==> src/rtl/stack_mem_mover_pkg.sv <==
// Shared opcodes, FSM state encoding and the command guard used by the
// stack/memory mover.
package stack_mem_mover_pkg;

   localparam logic [1:0] OP_LOAD  = 2'b00;
   localparam logic [1:0] OP_STORE = 2'b01;
   localparam logic [1:0] OP_PUSHI = 2'b10;

   typedef enum logic [2:0] {
      S_IDLE = 3'd0,
      S_RD   = 3'd1,
      S_RDW  = 3'd2,
      S_POP  = 3'd3,
      S_POPW = 3'd4,
      S_WR   = 3'd5,
      S_PSH  = 3'd6,
      S_ERR  = 3'd7
   } state_t;

   // A command is refused if it would overflow or underflow the stack, or is reserved.
   function automatic logic cmd_refused(input logic [1:0] op,
                                        input logic       full,
                                        input logic       empty);
      case (op)
         OP_LOAD:  return full;
         OP_STORE: return empty;
         OP_PUSHI: return full;
         default:  return 1'b1;
      endcase
   endfunction

endpackage

==> src/rtl/stack_mem_mover_depth_counter.sv <==
// Stack occupancy counter: saturates at both ends so it can never wrap.
module stack_mem_mover_depth_counter #(
   parameter int DEPTH   = 32,
   parameter int DEPTH_W = 6
) (
   input  logic               clk,
   input  logic               rst,
   input  logic               inc,
   input  logic               dec,
   output logic [DEPTH_W-1:0] count,
   output logic               full,
   output logic               empty
);

   assign full  = (count == DEPTH_W'(DEPTH));
   assign empty = (count == '0);

   always_ff @(posedge clk or negedge rst) begin
      if (!rst) begin
         count <= '0;
      end else if (inc && !dec && !full) begin
         count <= count + DEPTH_W'(1);
      end else if (dec && !inc && !empty) begin
         count <= count - DEPTH_W'(1);
      end
   end

endmodule

==> src/rtl/stack_mem_mover.sv <==
// Executes LOAD / STORE / PUSHI commands between the data memory and the
// operand stack, one at a time, refusing commands that break stack bounds.
module stack_mem_mover
   import stack_mem_mover_pkg::*;
#(
   parameter int AW      = 5,
   parameter int DW      = 8,
   parameter int DEPTH   = 32,
   parameter int DEPTH_W = 6
) (
   input  logic               clk,
   input  logic               rst,
   // cmd: accepted on a rising edge where cmd_valid && cmd_ready; cmd_ready is
   // high only in IDLE and op/addr/imm are captured on that edge.
   input  logic               cmd_valid,
   output logic               cmd_ready,
   input  logic [1:0]         cmd_op,
   input  logic [AW-1:0]      cmd_addr,
   input  logic [DW-1:0]      cmd_imm,
   output logic               done,
   output logic               err,
   output logic [DEPTH_W-1:0] depth,
   output logic [AW-1:0]      mem_addr,
   output logic [DW-1:0]      mem_wdata,
   output logic               mem_read,
   output logic               mem_write,
   input  logic [DW-1:0]      mem_rdata,
   output logic [DW-1:0]      stk_din,
   output logic               stk_push,
   output logic               stk_pop,
   input  logic [DW-1:0]      stk_dout,
   output state_t             dbg_state,
   output logic [1:0]         dbg_op,
   output logic [DW-1:0]      dbg_data
);

   state_t          state_q, state_d;
   logic [1:0]      op_q;
   logic [AW-1:0]   addr_q;
   logic [DW-1:0]   data_q;
   logic            full, empty;
   logic            accept;

   assign accept = cmd_valid && cmd_ready;

   always_ff @(posedge clk or negedge rst) begin
      if (!rst) state_q <= S_IDLE;
      else      state_q <= state_d;
   end

   always_comb begin
      state_d = state_q;
      case (state_q)
         S_IDLE: begin
            if (cmd_valid) begin
               if (cmd_refused(cmd_op, full, empty)) state_d = S_ERR;
               else if (cmd_op == OP_LOAD)           state_d = S_RD;
               else if (cmd_op == OP_STORE)          state_d = S_POP;
               else                                  state_d = S_PSH;
            end
         end
         S_RD:    state_d = S_RDW;
         S_RDW:   state_d = S_PSH;
         S_POP:   state_d = S_POPW;
         S_POPW:  state_d = S_WR;
         S_WR:    state_d = S_IDLE;
         S_PSH:   state_d = S_IDLE;
         S_ERR:   state_d = S_IDLE;
         default: state_d = S_IDLE;
      endcase
   end

   // Strobes decode the current state only, so an async reset drops them at once.
   assign cmd_ready = (state_q == S_IDLE);
   assign mem_read  = (state_q == S_RD);
   assign mem_write = (state_q == S_WR);
   assign stk_pop   = (state_q == S_POP);
   assign stk_push  = (state_q == S_PSH);
   assign err       = (state_q == S_ERR);
   assign done      = (state_q == S_PSH) || (state_q == S_WR) || (state_q == S_ERR);

   // Address/data outputs are loaded on entry to their strobe state and then held.
   always_ff @(posedge clk or negedge rst) begin
      if (!rst) begin
         op_q      <= '0;
         addr_q    <= '0;
         data_q    <= '0;
         mem_addr  <= '0;
         mem_wdata <= '0;
         stk_din   <= '0;
      end else begin
         if (accept) begin
            op_q   <= cmd_op;
            addr_q <= cmd_addr;
            if (state_d == S_RD)  mem_addr <= cmd_addr;
            if (state_d == S_PSH) stk_din  <= cmd_imm;
         end
         if (state_q == S_RDW) begin
            data_q  <= mem_rdata;
            stk_din <= mem_rdata;
         end
         if (state_q == S_POPW) begin
            data_q    <= stk_dout;
            mem_addr  <= addr_q;
            mem_wdata <= stk_dout;
         end
      end
   end

   stack_mem_mover_depth_counter #(
      .DEPTH   (DEPTH),
      .DEPTH_W (DEPTH_W)
   ) u_depth (
      .clk   (clk),
      .rst   (rst),
      .inc   (stk_push),
      .dec   (stk_pop),
      .count (depth),
      .full  (full),
      .empty (empty)
   );

   assign dbg_state = state_q;
   assign dbg_op    = op_q;
   assign dbg_data  = data_q;

endmodule

==> config.mk <==
export PLATFORM = sky130hd
export DESIGN_NAME = stack_mem_mover
export DESIGN_NICKNAME = d
export VERILOG_FILES = /design/src/rtl/stack_mem_mover_pkg.sv /design/src/rtl/stack_mem_mover_depth_counter.sv /design/src/rtl/stack_mem_mover.sv
export SDC_FILE = /design/constraint.sdc
export NUM_CORES = 1
export LEC_CHECK = 0
export ABC_AREA = 1
export CAP_MARGIN = 0
export CORE_MARGIN = 2
export CORE_UTILIZATION = 45
export DETAILED_ROUTE_END_ITERATION = 7
export DONT_BUFFER_PORTS = 1
export GPL_TIMING_DRIVEN = 0
export SYNTH_ARGS = -nofsm -noshare
export SYNTH_HDL_FRONTEND = slang
export SYNTH_SLANG_ARGS = --single-unit
export TNS_END_PERCENT = 50
==> constraint.sdc <==
create_clock -name clk -period 5.85 [get_ports clk]
set_input_delay 1.17 -clock clk [delete_from_list [all_inputs] [get_ports clk]]
set_output_delay 1.17 -clock clk [all_outputs]
set_load 0.01 [all_outputs]
* After elaboration in Yosys (flattened, before gate mapping) *
Index checks and enable logic that the tools add are counted.

cells by class
  add/sub/neg operators = 2
  equal/unequal tests = 12
  multiplexer cells = 18
  reductions and logical operators = 24

operator list
  operator                                                             number
  8-bit two-way mux                                                    5
  3-bit one-hot mux with 6 select lines                                1
  3-bit == test (second input constant)                                5
  5-bit two-way mux                                                    3
  3-bit two-way mux                                                    4
  6-bit two-way mux                                                    2
  2-bit nonzero test                                                   6
  6-bit by 1-bit adder with 6-bit output (second input constant)       1
  3-bit by 1-bit == test with 1-bit output (second input constant)     2
  3-bit by 2-bit == test with 1-bit output (second input constant)     2
  6-bit == test (second input constant)                                1
  6-bit zero test                                                      1
  6-bit by 1-bit subtractor with 6-bit output (second input constant)  1
  1-bit logical AND                                                    5
  1-bit zero test                                                      4
  2-bit AND reduction                                                  2
  3-bit zero test                                                      1
  3-bit OR reduction                                                   1
  2-bit by 1-bit == test with 1-bit output (second input constant)     1
  2-bit == test (second input constant)                                1
  2-bit zero test                                                      1
  1-bit logical OR                                                     2
  1-bit two-way mux                                                    2
  1-bit one-hot mux with 2 select lines                                1
  2-bit OR reduction                                                   1

storage, ports and cells
  bits in registers = 45
  input port bits = 34
  output and inout bits = 47

* Longest topological paths before layout *
Gate-level depths: netlist of run 1.

  depth after elaboration = 12
  gate-level depth with buffers = 14

* Hierarchy *
From an unflattened synthesis of run 1, not the netlist that was laid out.

unflattened totals
  cell total of the unflattened synthesis = 284
  area, all modules = 2341.0 µm²

by module, submodules not included
  module                         times used  cells an instance  area an instance (µm²)  sequential area each (µm²)
  stack_mem_mover                1           223                1858.0                  975.9
  stack_mem_mover_depth_counter  1           61                 483.0                   150.1

* Worst setup path after synthesis of run 1 *
No wires, ideal clock.

  path kind = reg-to-output
  start = register state_q[0], in the netlist dbg_state[0]
  end = output mem_write
  data arrival time = 962 ps
  data required time = 4680 ps
  setup slack = 3718 ps
  cell stages (with the launch flop) = 3
  path buffers = 0
  cells stage by stage = dfrtp_1 inv_1 nor3_1

between the ends
  word-level cells in the longest chain between the ends = 1

ends and longest elaborated chain
  element                 RTL line               text
  start, declared         stack_mem_mover.sv:37  state_t state_q, state_d;
  start signal, assigned  stack_mem_mover.sv:48  else state_q <= state_d;
  3-bit == test           stack_mem_mover.sv:76  assign mem_write = (state_q == S_WR);
  end, declared           stack_mem_mover.sv:26  output logic mem_write,

No other way between the ends.

* Final worst setup path of run 1 *
Same ends and word-level chain as after synthesis.

==> summary.md, run 1 <==
| Metric | Value |
|---|---|
| Clock latency on the worst-skew pair | 0.30 ns |
| Largest net degree at the start of global routing | 46 |
| # setup viols final | 0 |
| Core Area | 4790 sq um |
| Grt total ovfl | 0 |
| Die Y | 75.1 um |
| HPWL Detailed | 3.80 mm |
| CTS tree | done |
| First-pass GRT wire length | 8.19 mm |
| Post-route clock period utilization | 0.432 |
| Final hold vios | 0 |
| Nature of the critical path startpoint | flop |
| Setup bufs post-CTS | 0 |
| Setup CP Type | reg -> out |
| Register clock-pin slew on the reported worst setup and hold paths | 0.08 ns |
| Hold Path Class | reg -> reg |
| Row count | 25 |
| P_sw | 0.690 mW |
| Worst-Margin Slew | 0.516 ns |
| PD cells | 624 nW/um^2 |
| Synth warn | 0 |
| Initial antenna violation count | 0 |
| Leakage | 1.27 nW |
| Mapped Nets | 310 |
| Synth Cell Area | 2270 sq um |
| Status | complete, no violations |
| Gate power share | 0.426 |
| Nets@finish | 317 |
| Post-route cell area | 2470 sq um |
| Peak VDD IR | 298 uV |
| Post-DP Area | 2360 sq um |
| Sw Ratio | 0.448 |
| Syn-to-layout area delta | 8.59% |
| Final Power | 1.54 mW |
| Drt wl/cell | 14.8 um |
| Clock sinks | 45 |
| Initial core utilization | 0.475 |
| Tot GR Track Use | 0.194 |
| FILL cells | 482 |
| Die width | 75.1 um |
| Crit path DAT | 1.36 ns |
| Mapped Cells | 271 |
| Max Fanout on Critical Path | 5 |
| Routed vias/inst | 5.12 |
| CTS buffer count | 5 |
| Final TNS setup | 0 ns |
| Vias in the first global route | 1725 |
| Reg2reg start | dbg_state[0] |
| Layout Cells excl Fill | 346 |
| Crit path time final | 2.53 ns |
| Ant diodes | 0 |
| Placed insts | 338 |
| Yosys reg bits | 45 |
| H-tree level count | 2 |
| Via count | 1772 |
| Internal power | 0.851 mW |
| Worst Setup SP | dbg_state[0] |
| Pre-antenna DRT Iters | 4 |
| Slew Viols, Final | 0 |
| Clock tree buffer depth | 2 |
| Seq/Total Area, Yosys | 0.496 |
| Max-capacitance violation count | 0 |
| RSZ-0062 raised after global routing | false |
| Clock Skews | 0.00903 ns |
| GPL Wtd Cong | 0.841 |
| Root Driver | clkbuf_8 |
| Ports | 81 |
| IO Port Bufs | 0 |
| Post-route DRC violation count | 0 |
| Drt total wl | 5.11 mm |
| Fmax achieved | 396 MHz |
| Hold Crit Start | addr_q[4] |
| Mean post-synth cell area | 8.38 sq um |
| Sequential Power Share | 0.423 |
| Clock Power Share | 0.151 |
| Post-CTS Hold Fix Bufs | 0 |
| Setup crit end kind | output port |
| Number of nets with antenna violations after routing | 0 |
| Die Area | 5630 sq um |
| Fraction of layout cells with a size suffix above 1 | 0.0860 |
| Slew HR | 0.656 |
| Yosys cell types | 27 |
| Initial DRC count | 74 |
| CP required | 4.68 ns |
| Post-CTS sizing | 0 |
==> worst max-delay path, cell delays in order (launching register included) <==
cell and delay, ns:
dfrtp_1 0.54, inv_1 0.17, nor3_1 0.35
==> metrics by stage <==
step | setup WS (ns) | utilization | hold WS, ns
final | 3.32 | 0.516 | 0.502
after global routing | 3.19 | 0.516 | 0.532
after CTS | 3.30 | 0.516 | 0.507
after detailed placement | 3.51 | 0.492 | 0.489
after global placement | 3.54 | 0.492 | 0.472
after floorplan | 3.72 | - | 0.453
==> kinds of logic (layout without fill, tap and decap cells) <==
logic type,count (synthesis),in the layout,synth area share
flops,45,45,0.496
buf+inv,36,44,0.0815
simple gates,144,144,0.285
xor+xnor,4,4,0.0154
compound gates,37,37,0.0914
fa+ha+maj,5,5,0.0308
==> cells in the final DEF, fill, tap and decap left out <==
| master | instances |
|---|---|
| o211ai_1 | 9 |
| nor3_1 | 2 |
| ha_1 | 4 |
| buf_2 | 1 |
| inv_4 | 1 |
| nand2_2 | 3 |
| buf_6 | 3 |
| xor2_1 | 2 |
| nor2_4 | 1 |
| xnor2_1 | 2 |
| nor2_1 | 9 |
| inv_2 | 1 |
| nand3_1 | 32 |
| inv_1 | 25 |
| nand4_1 | 1 |
| nand2_4 | 1 |
| bufinv_16 | 1 |
| clkbuf_8 | 7 |
| dfrtp_1 | 45 |
| nor2_8 | 1 |
| buf_4 | 1 |
| clkinv_4 | 1 |
| nand2_1 | 92 |
| clkbuf_1 | 3 |
| a21oi_1 | 7 |
| nand3_2 | 1 |
| fa_1 | 1 |
| o21ai_0 | 21 |
| nand4_4 | 1 |
==> layer usage <==
metal | part of all wire | global-route usage
met5 | 0 | 0
met4 | 0.014 | 0.0496
met2 | 0.44 | 0.308
met1 | 0.45 | 0.250
met3 | 0.089 | 0.0736
==> area by class of cell <==
class                      count  area (sq um)  area share
clock inverter                 2          38.8      0.0157
tap                           67          83.8      0.0340
buffer                         9          81.3      0.0330
sequential                    45          1130       0.456
multi-input combinational    190           961       0.389
inverter                      27           104      0.0421
clock buffer                   6          72.6      0.0294
==> final timing paths <==
check                      depth (start not counted)  slack, ns               end
min in group asynchronous                          0       0.56       dbg_data[5]
max in group asynchronous                          0       5.20        stk_din[2]
max                                                2       3.32         mem_write
max reg2reg                                       14       3.53  u_depth.count[5]
min reg2reg                                        2       0.50         addr_q[4]
min                                                2       0.50         addr_q[4]
==> power groups by stage <==
stage | clock, mW | sequential [mW] | combinational [mW]
3_3_place_gp | 0 | 0.661 | 0.649
6_report | 0.233 | 0.652 | 0.656
4_1_cts | 0.244 | 0.657 | 0.669
2_1_floorplan | 0 | 0.626 | 0.547
3_5_place_dp | 0 | 0.661 | 0.668
5_1_grt | 0.253 | 0.675 | 0.767
==> Yosys cell counts <==
library cell | instances | area, sq um
a21oi_1 | 7 | 35.0
buf_2 | 1 | 5.00
buf_4 | 1 | 7.51
buf_6 | 3 | 33.8
clkbuf_1 | 2 | 7.51
clkbuf_8 | 2 | 27.5
dfrtp_1 | 45 | 1130
fa_1 | 1 | 20.0
ha_1 | 4 | 50.1
inv_1 | 25 | 93.8
inv_2 | 1 | 3.75
inv_4 | 1 | 6.26
nand2_1 | 92 | 345
nand2_2 | 3 | 18.8
nand2_4 | 1 | 11.3
nand3_1 | 32 | 160
nand3_2 | 1 | 10.0
nand4_1 | 1 | 6.26
nand4_4 | 1 | 21.3
nor2_1 | 9 | 33.8
nor2_4 | 1 | 11.3
nor2_8 | 1 | 20.0
nor3_1 | 2 | 10.0
o211ai_1 | 9 | 67.6
o21ai_0 | 21 | 105
xnor2_1 | 2 | 17.5
xor2_1 | 2 | 17.5
==> flip-flops by register name (all words and copies together), names as in the netlist <==
| name | cells |
|---|---|
| stk_din | 8 |
| dbg_op | 2 |
| u_depth.count | 6 |
| dbg_state | 3 |
| mem_addr | 5 |
| addr_q | 5 |
| dbg_data | 8 |
| mem_wdata | 8 |
No activity file was read; power rests on OpenSTA's default activity.
==> run 2, diff against run 1 <==
==> constraint.sdc (replaced) <==
create_clock -name clk -period 2.2 [get_ports clk]
set_input_delay 0.44 -clock clk [delete_from_list [all_inputs] [get_ports clk]]
set_output_delay 0.44 -clock clk [all_outputs]
set_load 0.01 [all_outputs]
==> run 2 against run 1 <==
Die area unchanged. Global-route usage barely moved. Clock power grew to 2.7 times the previous value. Power grew to 2.7 times the previous value. Routed wire length rose by 1.0%. Critical path depth grew 12. Worst setup slack worse by 3.1 ns. Utilization is 1.7 points higher.
==> summary.md, run 2 (same netlist as run 1, synthesis figures left out) <==
| Metric | Value |
|---|---|
| Status | complete, no violations |
| Clock tree buffer depth | 2 (unchanged) |
| Utilization after layout | 0.533 (+0.0170) |
| Worst-Margin Slew | 0.520 ns (+0.00347 ns) |
| Die Area | 5630 sq um (unchanged) |
| Hold Path Class | in -> reg |
| Fmax achieved | 498 MHz |
| PD cells | 1650 nW/um^2 (+160%) |
| Nets@finish | 319 (+0.63%) |
| Fin worst setup slack | 0.192 ns (-3.13 ns) |
| Clock Power Share | 0.148 (-0.003) |
| Setup CP Type | reg -> reg |
| Clock sinks | 45 (unchanged) |
| Most frequent cells in the layout | nand2_1, dfrtp_1, nand3_1, inv_1, o21ai_0 |
| First-pass GRT wire length | 8.21 mm (+0.26%) |
| P_sw | 1.89 mW (+170%) |
| Ant diodes | 0 (unchanged) |
| Die width | 75.1 um (unchanged) |
| IO Port Bufs | 0 (unchanged) |
| Max Fanout on Critical Path | 8 (+3) |
| Internal power | 2.33 mW (+170%) |
| CTS tree | done |
| Die Y | 75.1 um (unchanged) |
| Sw Ratio | 0.448 (about the same) |
| Ports | 81 (unchanged) |
| CTS buffer count | 5 (unchanged) |
| Sequential Power Share | 0.416 (-0.007) |
| Fraction of layout cells with a size suffix above 1 | 0.128 (+0.0421) |
| Largest net degree at the start of global routing | 46 (unchanged) |
| # setup viols final | 0 (unchanged) |
| Crit path time final | 2.01 ns |
| Most common cell after layout, fill and taps aside | nand2_1 |
| RSZ-0062 raised after global routing | false |
| Nature of the critical path startpoint | flop |
| H-tree level count | 2 (unchanged) |
| Leakage | 1.28 nW (+0.98%) |
| Via count | 1773 (+0.056%) |
| Final hold vios | 0 (unchanged) |
| FILL cells | 473 (-1.9%) |
| Initial core utilization | 0.475 (unchanged) |
| Syn-to-layout area delta | 12.2% |
| Crit path DAT | 2.20 ns (+0.84 ns) |
| Drt wl/cell | 14.8 um (+0.44%) |
| Setup crit end kind | flop |
| CP required | 2.39 ns (-2.29 ns) |
| Grt total ovfl | 0 (unchanged) |
| Initial antenna violation count | 0 (unchanged) |
| Drt total wl | 5.16 mm (+1.0%) |
| Vias in the first global route | 1704 (-1.2%) |
| Clock Skews | 0.00940 ns (+0.000366 ns) |
| Final Power | 4.21 mW (+170%) |
| Post-route DRC violation count | 0 (unchanged) |
| Tot GR Track Use | 0.194 (+0.000281) |
| Placement Setup Slack | -0.143 ns (-3.65 ns) |
| Clock latency on the worst-skew pair | 0.30 ns (about the same) |
| Root Driver | clkbuf_8 |
| Routed vias/inst | 5.09 (-0.52%) |
| Register clock-pin slew on the reported worst setup and hold paths | 0.09 ns (about the same) |
| Peak VDD IR | 950 uV (+220%) |
| Area of the multi-input gates | 998 sq um (+3.9%) |
| Number of nets with antenna violations after routing | 0 (unchanged) |
| Initial DRC count | 67 (-9.5%) |
| Core Area | 4790 sq um (unchanged) |
| Slew HR | 0.654 (-0.00232) |
| Post-route clock period utilization | 0.913 |
| Gate power share | 0.436 (+0.010) |
| GPL Wtd Cong | 0.841 (unchanged) |
| Max-capacitance violation count | 0 (unchanged) |
| Register area | 1130 sq um (+0.56%) |
| Slew Viols, Final | 0 (unchanged) |
| Pre-antenna DRT Iters | 4 (unchanged) |
| HPWL Detailed | 3.80 mm (unchanged) |
| Row count | 25 (unchanged) |
## run 2: worst paths after layout
| kind | from | end | slack [ns] | cells past startpoint |
|---|---|---|---|---|
| worst max-delay path | dbg_state[0] | u_depth.count[5] | 0.19 | 14 |
| worst min-delay path | cmd_addr[2] | addr_q[2] | 0.27 | 2 |
| worst max register to register | dbg_state[0] | u_depth.count[5] | 0.19 | 14 |
| worst min register to register | addr_q[4] | addr_q[4] | 0.50 | 2 |
| max in group asynchronous | rst | dbg_state[0] | 1.31 | 2 |
| min in group asynchronous | rst | dbg_op[1] | 0.66 | 2 |
## run 2: critical path, stage by stage, from the launching register on
cell and delay, ns:
dfrtp_2 0.49, inv_2 0.12, nand3_1 0.09, inv_2 0.12, nand2_4 0.12, ha_1 0.34
nand2_1 0.08, nor2_1 0.10, nand2_1 0.06, o211ai_1 0.11, inv_1 0.06, nand2_1 0.08
nand2_1 0.05, nand2_1 0.05, nand2_1 0.04
## run 2: stage by stage
| stage | cells | TNS [ns] | area (sq um) | hold slack (ns) |
|---|---|---|---|---|
| 2_1_floorplan | 271 | 0 | 2270 | 0.144 |
| 3_3_place_gp | 338 | -0.113 | 2360 | 0.146 |
| 3_5_place_dp | 338 | -0.152 | 2360 | 0.146 |
| 4_1_cts | 348 | 0 | 2530 | 0.261 |
| 5_1_grt | 348 | 0 | 2550 | 0.259 |
| 6_report | 348 | 0 | 2550 | 0.270 |
## run 2: repair_timing
item,4_1_cts,5_1_grt
gates resized for setup,5,7
hold endpoints to repair,45,0
buffers inserted,0,0
hold buffers,2,0
endpoints found under the setup margin,3,3
pin swaps,0,0
## run 2: metal layers
metal / GRT usage / up-vias / part of all wire
met4: 0.0417 / 0 / 0.0087
met3: 0.0736 / 5 / 0.081
li1: - / 896 / -
met5: 0 / - / 0
met1: 0.254 / 812 / 0.45
met2: 0.308 / 60 / 0.46
## run 2: area by class of cell
cell class	count	share of cell area
tap	67	0.0329
sequential	45	0.444
clock inverter	2	0.0152
buffer	9	0.0319
clock buffer	6	0.0285
timing repair buffer	2	0.0147
multi-input combinational	190	0.392
inverter	27	0.0407
## run 2: power by group through the flow
stage	Clock, mW	Combinational (mW)	Sequential (mW)
5_1_grt	0.673	2.13	1.81
3_3_place_gp	0	1.73	1.76
2_1_floorplan	0	1.45	1.66
3_5_place_dp	0	1.78	1.76
6_report	0.622	1.84	1.75
4_1_cts	0.648	1.85	1.76
==> run 3, diff against run 2 <==
--- a/config.mk
+++ b/config.mk
@@ -5,7 +5,6 @@
 export SDC_FILE = /design/constraint.sdc
 export NUM_CORES = 1
 export LEC_CHECK = 0
-export ABC_AREA = 1
 export CAP_MARGIN = 0
 export CORE_MARGIN = 2
 export CORE_UTILIZATION = 45
==> run 3 against run 2 <==
The flow now finishes with violations (setup timing). Hold slack worse by 0.020 ns. Maximum frequency is 27% lower. Routed wire length is 3.9% lower. Via count is 13% lower. Clock skew is 0.0038 ns higher. Cell area is 0.93% lower. Global-route usage is 0.46 points lower. Worst setup slack worse by 0.75 ns. Critical path depth is 6 lower. Combinational power hardly changed. Non-clock buffer count is 8 higher. Sequential share of layout area is 0.27 points higher.
==> summary.md, run 3 <==
| Metric | Value |
|---|---|
| Status | finished, violations left |
| Failing checks | setup timing |
| Clock Skews | 0.0132 ns (+0.00378 ns) |
| EDFF count, synth | 0 (unchanged) |
| Number of nets with antenna violations after routing | 0 (unchanged) |
| Largest net degree at the start of global routing | 46 (unchanged) |
| Synth top area cells | dfrtp_1, mux2_2, nand2_1 |
| Nature of the critical path startpoint | flop |
| Initial DRC count | 76 (+13%) |
| CP required | 2.39 ns (about the same) |
| Root Driver | clkbuf_8 |
| Post-route DRC violation count | 0 (unchanged) |
| Post-route clock period utilization | 1.25 (+0.341) |
| Yosys reg bits | 45 (unchanged) |
| Hold Path Class | in -> reg |
| Utilization after layout | 0.538 (+0.00558) |
| PD cells | 1670 nW/um^2 (+0.88%) |
| Max-capacitance violation count | 0 (unchanged) |
| Row count | 25 (unchanged) |
| Setup CP Type | reg -> reg |
| Peak VDD IR | 657 uV (-31%) |
| Cell taking the most area after synthesis | dfrtp_1 |
| Ys async rst share | 1.00 (unchanged) |
| Met3 Usage GRT | 0.0576 (-0.0160) |
| Fin worst setup slack | -0.559 ns (-0.751 ns) |
| Worst-Margin Slew | 0.542 ns (+0.0223 ns) |
| Most frequent cells in the layout | dfrtp_1, nand2_1, mux2_2, o21ai_0, nor2_1 |
| Ant diodes | 0 (unchanged) |
| Slew Viols, Final | 0 (unchanged) |
| Layout Cells excl Fill | 282 (-19%) |
| Die width | 73.5 um (-2.1%) |
| Tot GR Track Use | 0.190 (-0.00458) |
| Most numerous cell in the Yosys netlist | dfrtp_1 |
| RSZ-0062 raised after global routing | true |
| Slew HR | 0.637 (-0.0162) |
| Nets@finish | 266 (-17%) |
| Core Area | 4690 sq um (-2.0%) |
| First-pass GRT wire length | 7.73 mm (-5.9%) |
| Fmax achieved | 362 MHz (-27%) |
| Top FF cell, synth | dfrtp_1 |
| Leakage | 1.18 nW (-7.8%) |
| Seq/Total Area, Yosys | 0.519 (+0.0231) |
| Synth Cell Area | 2170 sq um (-4.5%) |
| Clock latency on the worst-skew pair | 0.30 ns (about the same) |
| CTS buffer count | 5 (unchanged) |
| H-tree level count | 2 (unchanged) |
| Setup crit end kind | flop |
| Mapped Cells | 209 (-23%) |
| Pre-antenna DRT Iters | 4 (unchanged) |
| Max Fanout on Critical Path | 5 (-3) |
| HPWL Detailed | 3.44 mm (-9.5%) |
| Drt total wl | 4.96 mm (-3.9%) |
| Clock tree buffer depth | 2 (unchanged) |
| Register clock-pin slew on the reported worst setup and hold paths | 0.10 ns (about the same) |
| IO Port Bufs | 0 (unchanged) |
| GPL Wtd Cong | 0.850 (+1.2%) |
| Ports | 81 (unchanged) |
| Mapped Nets | 248 (-20%) |
| Initial antenna violation count | 0 (unchanged) |
| Syn-to-layout area delta | 16.3% |
| Die Y | 73.5 um (-2.1%) |
| Die Area | 5400 sq um (-4.2%) |
| Most common cell after layout, fill and taps aside | dfrtp_1 |
| Grt peak-use layer | met2 |
| Final hold vios | 0 (unchanged) |
| Yosys cell types | 34 (+26%) |
| CTS tree | done |
| Routed vias/inst | 5.45 (+7.0%) |
| Drt wl/cell | 17.6 um (+19%) |
| Via count | 1538 (-13%) |
| Initial core utilization | 0.463 (-0.0121) |
| Top cell type's share of synthesized area | 0.519 (+0.0231) |
| Met1 GRT Util | 0.260 (+0.00509) |
| Synth top cells by count | dfrtp_1, nand2_1, mux2_2, a21oi_1, nor2_1 |
| Mean post-synth cell area | 10.4 sq um (+24%) |
| Vias in the first global route | 1523 (-11%) |
| Clock sinks | 45 (unchanged) |
| Fraction of layout cells with a size suffix above 1 | 0.259 (+0.131) |
| Crit path DAT | 2.95 ns (+0.75 ns) |
| FILL cells | 447 (-5.5%) |
| Synth warn | 0 (unchanged) |
| Placed insts | 263 (-22%) |
| # setup viols final | 17 (+17) |
| Met2 Resource Use GR | 0.286 (-0.0223) |
| Grt total ovfl | 0 (unchanged) |
| Crit path time final | 2.76 ns (+0.751 ns) |
==> run 3: layout make-up <==
| class | count | area, sq um | area share |
|---|---|---|---|
| sequential | 45 | 1130 | 0.447 |
| multi-input combinational | 146 | 1030 | 0.409 |
| timing repair buffer | 12 | 133 | 0.0525 |
| clock buffer | 5 | 68.8 | 0.0273 |
| tap | 54 | 67.6 | 0.0268 |
| inverter | 10 | 37.5 | 0.0149 |
| buffer | 7 | 36.3 | 0.0144 |
| clock inverter | 3 | 21.3 | 0.00842 |
==> run 3: stage by stage <==
step                      hold slack, ns  power, mW  setup slack [ns]  setup TNS, ns  area [sq um]
after floorplan                    0.144       3.07            -0.578         -0.890          2190
after global placement             0.145       3.36            -0.681          -1.17          2260
after detailed placement           0.146       3.45            -0.743          -1.71          2260
after CTS                          0.235       4.15            -0.593          -1.64          2450
after global routing               0.248       4.55            -0.693          -3.96          2520
final                              0.250       4.21            -0.559          -2.68          2520
==> run 3: cells by family after synthesis <==
family / after synthesis / share of synthesized area
simple gates: 80 / 0.168
flops: 45 / 0.519
compound gates: 32 / 0.0980
mux: 24 / 0.127
buf+inv: 18 / 0.0357
xor+xnor: 5 / 0.0202
fa+ha+maj: 5 / 0.0323
==> run 3: critical path, stage by stage (launching register included) <==
cell and delay, ns:
dfrtp_2 0.48, or4_4 0.59, o21ai_4 0.20, ha_4 0.23
a21o_1 0.15, a21o_1 0.17, a21o_1 0.17, a21oi_2 0.15
mux4_2 0.50
==> run 3: path summary, 6_finish.rpt <==
kind / start / end / slack, ns / cells after the start
worst max register to register: u_depth.count[0] / u_depth.count[5] / -0.56 / 8
max in group asynchronous: rst / u_depth.count[1] / 1.35 / 2
min in group asynchronous: rst / dbg_op[0] / 0.63 / 2
worst min-delay path: cmd_op[1] / dbg_state[1] / 0.25 / 2
worst max-delay path: u_depth.count[0] / u_depth.count[5] / -0.56 / 8
worst min register to register: addr_q[1] / addr_q[1] / 0.51 / 1
==> run 3: per-layer routing <==
metal	wire, um	up-vias
li1	-	741
met1	2190	725
met2	2350	63
met3	354	9
met4	72	0
met5	0	-
==> run 3: timing repair <==
| item | 4_1_cts | 5_1_grt |
|---|---|---|
| setup buffers | 4 | 6 |
| pin swaps | 5 | 7 |
| gates cloned | 0 | 0 |
| gates resized for setup | 7 | 8 |
| hold buffers | 2 | 0 |
| hold endpoints to repair | 45 | 0 |
| setup endpoints to repair | 12 | 19 |
==> run 3: power breakdown <==
| part | leakage (nW) | internal, mW | switching (mW) |
|---|---|---|---|
| Clock | 0.0445 | 0.226 | 0.301 |
| Sequential | 0.536 | 1.26 | 0.549 |
| Combinational | 0.604 | 0.927 | 0.943 |
